==> src/rtl/switch_debounce_pkg.sv <==
// Shared definitions for the switch/button debounce front end.
// Timing defaults are derived from the board clock rate.
package switch_debounce_pkg;

    typedef enum logic [1:0] {
        LOW       = 2'd0,
        WAIT_HIGH = 2'd1,
        HIGH      = 2'd2,
        WAIT_LOW  = 2'd3
    } deb_state_e;

    localparam int CLK_HZ       = 50_000_000;
    localparam int DEB_CYC_DEF  = CLK_HZ / 50;   // 20 ms
    localparam int HOLD_CYC_DEF = CLK_HZ;        // 1 s
    localparam int CNT_W_DEF    = 27;

    // HIGH and WAIT_LOW both present a clean level of 1.
    function automatic logic state_is_high(deb_state_e s);
        return (s == HIGH) || (s == WAIT_LOW);
    endfunction

endpackage

==> src/rtl/switch_debounce_ch.sv <==
// One debounce channel: 2-flop synchronizer, stable-time FSM and long-hold timer.
// All outputs are registered; raw input only feeds the first sync flop.
module debounce_ch
    import switch_debounce_pkg::*;
#(
    parameter int DEB_CYC  = DEB_CYC_DEF,
    parameter int HOLD_CYC = HOLD_CYC_DEF,
    parameter int CNT_W    = CNT_W_DEF
) (
    input  logic clk,
    input  logic rst_n,
    input  logic p_i,
    output logic level_o,
    output logic rise_o,
    output logic fall_o,
    output logic hold_o
);

    localparam logic [CNT_W-1:0] DEB_LAST  = CNT_W'(DEB_CYC - 1);
    localparam logic [CNT_W-1:0] HOLD_LAST = CNT_W'(HOLD_CYC - 1);
    localparam logic [CNT_W-1:0] HOLD_SAT  = CNT_W'(HOLD_CYC);
    localparam logic [CNT_W-1:0] CNT_ONE   = CNT_W'(1);

    logic [1:0]       sync_q;
    deb_state_e       state_q, state_d;
    logic [CNT_W-1:0] deb_cnt_q, deb_cnt_d;
    logic [CNT_W-1:0] hold_cnt_q, hold_cnt_d;
    logic             rise_q, rise_d;
    logic             fall_q, fall_d;
    logic             hold_q, hold_d;
    logic             s;

    assign s = sync_q[1];

    always_comb begin
        state_d    = state_q;
        deb_cnt_d  = deb_cnt_q;
        hold_cnt_d = hold_cnt_q;
        rise_d     = 1'b0;
        fall_d     = 1'b0;
        hold_d     = 1'b0;
        // '>=' keeps DEB_CYC=1 resolving on the first WAIT cycle
        case (state_q)
            LOW: begin
                if (s) begin
                    state_d   = WAIT_HIGH;
                    deb_cnt_d = CNT_ONE;
                end
            end
            WAIT_HIGH: begin
                if (!s) begin
                    state_d = LOW;
                end else if (deb_cnt_q >= DEB_LAST) begin
                    state_d    = HIGH;
                    rise_d     = 1'b1;
                    hold_cnt_d = '0;
                end else begin
                    deb_cnt_d = deb_cnt_q + CNT_ONE;
                end
            end
            HIGH: begin
                if (!s) begin
                    state_d   = WAIT_LOW;
                    deb_cnt_d = CNT_ONE;
                end
            end
            WAIT_LOW: begin
                if (s) begin
                    state_d = HIGH;
                end else if (deb_cnt_q >= DEB_LAST) begin
                    state_d = LOW;
                    fall_d  = 1'b1;
                end else begin
                    deb_cnt_d = deb_cnt_q + CNT_ONE;
                end
            end
            default: state_d = LOW;
        endcase
        // Saturating one past the fire point marks "already fired" for this high period.
        if (state_is_high(state_q) && state_is_high(state_d) && (hold_cnt_q < HOLD_SAT)) begin
            hold_cnt_d = hold_cnt_q + CNT_ONE;
            hold_d     = (hold_cnt_q == HOLD_LAST);
        end
    end

    always_ff @(posedge clk or negedge rst_n) begin
        if (!rst_n) begin
            sync_q     <= '0;
            state_q    <= LOW;
            deb_cnt_q  <= '0;
            hold_cnt_q <= '0;
            rise_q     <= 1'b0;
            fall_q     <= 1'b0;
            hold_q     <= 1'b0;
        end else begin
            sync_q     <= {sync_q[0], p_i};
            state_q    <= state_d;
            deb_cnt_q  <= deb_cnt_d;
            hold_cnt_q <= hold_cnt_d;
            rise_q     <= rise_d;
            fall_q     <= fall_d;
            hold_q     <= hold_d;
        end
    end

    assign level_o = state_is_high(state_q);
    assign rise_o  = rise_q;
    assign fall_o  = fall_q;
    assign hold_o  = hold_q;

endmodule

==> src/rtl/switch_debounce.sv <==
// Debounce front end for the board switches/buttons: clean levels plus
// rise, fall and long-hold event pulses, one independent channel per input.
module switch_debounce
    import switch_debounce_pkg::*;
#(
    parameter int N_CH     = 4,
    parameter int DEB_CYC  = DEB_CYC_DEF,
    parameter int HOLD_CYC = HOLD_CYC_DEF,
    parameter int CNT_W    = CNT_W_DEF
) (
    input  logic            clk,
    input  logic            rst_n,
    input  logic [N_CH-1:0] P,
    output logic [N_CH-1:0] level,
    output logic [N_CH-1:0] rise_pulse,
    output logic [N_CH-1:0] fall_pulse,
    output logic [N_CH-1:0] hold_pulse
);

    for (genvar c = 0; c < N_CH; c++) begin : g_ch
        debounce_ch #(
            .DEB_CYC (DEB_CYC),
            .HOLD_CYC(HOLD_CYC),
            .CNT_W   (CNT_W)
        ) u_ch (
            .clk    (clk),
            .rst_n  (rst_n),
            .p_i    (P[c]),
            .level_o(level[c]),
            .rise_o (rise_pulse[c]),
            .fall_o (fall_pulse[c]),
            .hold_o (hold_pulse[c])
        );
    end

endmodule

==> config.mk <==
export PLATFORM = sky130hd
export DESIGN_NAME = switch_debounce
export DESIGN_NICKNAME = d
export VERILOG_FILES = /design/src/rtl/switch_debounce_pkg.sv /design/src/rtl/switch_debounce_ch.sv /design/src/rtl/switch_debounce.sv
export SDC_FILE = /design/constraint.sdc
export NUM_CORES = 1
export LEC_CHECK = 0
export ABC_AREA = 1
export CORE_ASPECT_RATIO = 1.25
export CORE_MARGIN = 10
export CORE_UTILIZATION = 50
export CTS_CLUSTER_DIAMETER = 30
export DETAILED_ROUTE_END_ITERATION = 8
export GPL_ROUTABILITY_DRIVEN = 1
export PLACE_DENSITY = 0.66
export SLEW_MARGIN = 15
export SYNTH_ARGS = -nofsm -noshare
export SYNTH_HDL_FRONTEND = slang
export SYNTH_SLANG_ARGS = --single-unit
==> constraint.sdc <==
create_clock -name clk -period 3 [get_ports clk]
set_clock_uncertainty 0.2 [all_clocks]
set_input_delay 0.75 -clock clk [delete_from_list [all_inputs] [get_ports clk]]
set_output_delay 0.75 -clock clk [all_outputs]
set_load 0.01 [all_outputs]
==> metrics.cfg <==
[outcome]
outcome=completed

[route]
via_per_inst=5.245
drtAntennaViolNets=0
drt-initial-drc-count=857
vias=13320
drc=0
wl_per_cell_um=14.18
drtPass1Iterations=5
totalWireLength_um=35990

[placed_design]
dp_cells=2429
dp_slack_ps=520.3
dp_hpwl_um=25120
io_buffers=21
gp_congestion=0.9377

[synth]
synthCells=2076
synth_area_leaders=dfrtp_1 (40%), nand2_1 (11%), nand3_1 (8.2%), xor2_1 (6.9%), inv_1 (6.8%)
synth_top_family_by_area=simple AND/OR/NAND/NOR gates
yosys.area.top_type=dfrtp_1
syn_area_mm2=0.01537
synth.yosys.seq_area_share_pct=39.71
ys_seq_elements=244
syn_area_per_cell_um2=7.406
synth-xor-area-share_pct=7.918
syn-num-nets=2090
yosys.area_share.simple_pct=37.41
synth_compound_area_share_pct=3.760
synth_top_area_share_pct=39.71
synth_warnings=0
synthAdderAreaFrac_pct=0.6510
synth_cell_types=41
synth_mux_area_share_pct=0

[global_routing]
grt_usage_pct=19.09
antenna_found_initial=0
grt_pass1_vias=13250
grt_pass1_wl_um=62610
grt_max_degree=80
grt_overflow=0

[sta]
fin_crit_sh_pct=85.87
drv_slew=0
setup_tns_ps=0
setup_ws_ps=424.0
hold_viol=0
worst_pin_slew_ps=632.6
timing.fmax_ghz=0.3882
fin_crit_ps=2576
rsz0062_at_grt=false
setup_violations=0
slew_headroom_pct=57.82

[cells_and_area]
antennaDiodeCount=0
nets=2103
area_growth_pct=15.80
final_cell_mix=nand2_1 (460), inv_1 (279), nand3_1 (253)
n_fill_cell=2796
drive_gt1_share_pct=10.15
final_cells=2539
finish.utilization_pct=58.94
layout_commonest_cell=nand2_1

[setup_path]
worst_path_max_delay_cell=clkdlybuf4s50_1
cp-end-kind=output port
crit_end=level[2]
slowest_delay_ps=590
r2r-start=g_ch[0].u_ch.deb_cnt_q[0]
critical_path_buf_inv_count=1
setup.worst_path.start_class=flop
worstReg2RegEnd=g_ch[0].u_ch.hold_cnt_q[1]
crit_chain=clkdlybuf4s50_1
rrSetupSlack_ps=520
crit_type=flop to output port
cp.required_ps=2050
reg2reg_depth=12
crit_fanout=4
crit_family=buffers and inverters
crit_cells=1
critPathArrivalTime_ps=1630
crit_start=g_ch[2].u_ch.state_q[1]

[clocking]
cts_buffer_depth=3
cts_made_buffers=58
clk_latency_ps=590
clk_pin_slew_ps=50
clock-sinks=244
cts_htree_levels=2
cts-resized-gates=0
cts_tree=yes
clockRootBuffer=clkbuf_16

[power]
cellLeakagePower_nw=8.452
irDropWorstVdd_v=0.0004898
power_density_mw_per_mm2=569.9

[die]
dieHeight_um=216.1
rows=71
initial_core_util_pct=50.90
die_area_mm2=0.03821
die_x_um=176.8
core_mm2=0.03020
io_pins=22

[min_path]
min-delay-path-class=flop to flop

[flow_run]
maxCapViolations=0

worst min path at each step:
| stage | start | endpoint | depth (start not counted) |
|---|---|---|---|
| after floorplan | g_ch[0].u_ch.sync_q[0] | g_ch[0].u_ch.sync_q[1] | 0 |
| after global placement | g_ch[3].u_ch.sync_q[0] | g_ch[3].u_ch.sync_q[1] | 0 |
| after detailed placement | g_ch[3].u_ch.sync_q[0] | g_ch[3].u_ch.sync_q[1] | 0 |
| after CTS | g_ch[3].u_ch.sync_q[0] | g_ch[3].u_ch.sync_q[1] | 0 |
| after global routing | g_ch[2].u_ch.sync_q[0] | g_ch[2].u_ch.sync_q[1] | 0 |
| final | g_ch[3].u_ch.sync_q[0] | g_ch[3].u_ch.sync_q[1] | 0 |
final cells by class:
class / count / area, um2 / share of cell area, %
multi-input cells: 1456 / 7647 / 42.95
flip-flops and latches: 244 / 6106 / 34.30
clock buffers: 68 / 1560 / 8.764
inverters: 288 / 1089 / 6.114
clock inverters: 41 / 506.7 / 2.846
well taps: 401 / 501.7 / 2.818
repair buffers: 41 / 392.9 / 2.207
Yosys cell counts (all sizes together):
master	n
nand2	478
inv	288
nand3	288
dfrtp	244
nor2	226
xor2	121
nand4	90
o21ai	79
nor3	76
buf	71
nor4	23
xnor2	18
clkbuf	17
nand3b	16
o31ai	12
a21oi	9
ha	8
or2	5
nor3b	2
a211o	1
a31o	1
and2	1
nor4b	1
o211ai	1
report_power, final:
group          switching, mW  internal [mW]  leakage (nW)  total (mW)
Combinational          0.166         0.0528          4.09       0.219
Clock                   2.11           4.44         0.990        6.55
Sequential            0.0457           3.33          3.37        3.38
Total                   2.32           7.82          8.45        10.1
kinds of logic (layout without fill, tap and decap cells):
logic type      Yosys count  count (layout)
compound gates          103             103
xor+xnor                139             139
fa+ha+maj                 8               8
buf+inv                 376             438
flops                   244             244
simple gates           1206            1206
registers in the layout (all words and copies together) (netlist names):
register and flops:
g_ch.u_ch.state_q 8, g_ch.u_ch.hold_o 4, g_ch.u_ch.hold_cnt_q 108, g_ch.u_ch.deb_cnt_q 108, g_ch.u_ch.fall_o 4, g_ch.u_ch.rise_o 4
g_ch.u_ch.sync_q 8
metrics by stage:
| step | instance area, um2 | power (mW) | hold WS, ps |
|---|---|---|---|
| floorplan | 15370 | 3.535 | 131.2 |
| global placement | 15730 | 3.644 | 132.7 |
| detailed placement | 15730 | 3.650 | 135.8 |
| CTS | 17800 | 10.27 | 149.3 |
| global route | 17800 | 10.47 | 156.5 |
| finish | 17800 | 10.15 | 146.7 |
metal layers:
layer	vias to the layer above	track usage, %	share of wire [%]
met2	232	34.22	51
li1	6725	-	-
met5	-	0	0
met3	88	3.166	3.8
met1	6273	22.25	42
met4	0	7.073	2.9
what timing repair did:
item / CTS / global route
hold buffers: 1 / 0
hold endpoints to repair: 49 / 0
setup buffers: 0 / 0
setup endpoints to repair: 0 / 0
No activity file was read; power rests on OpenSTA's default activity.
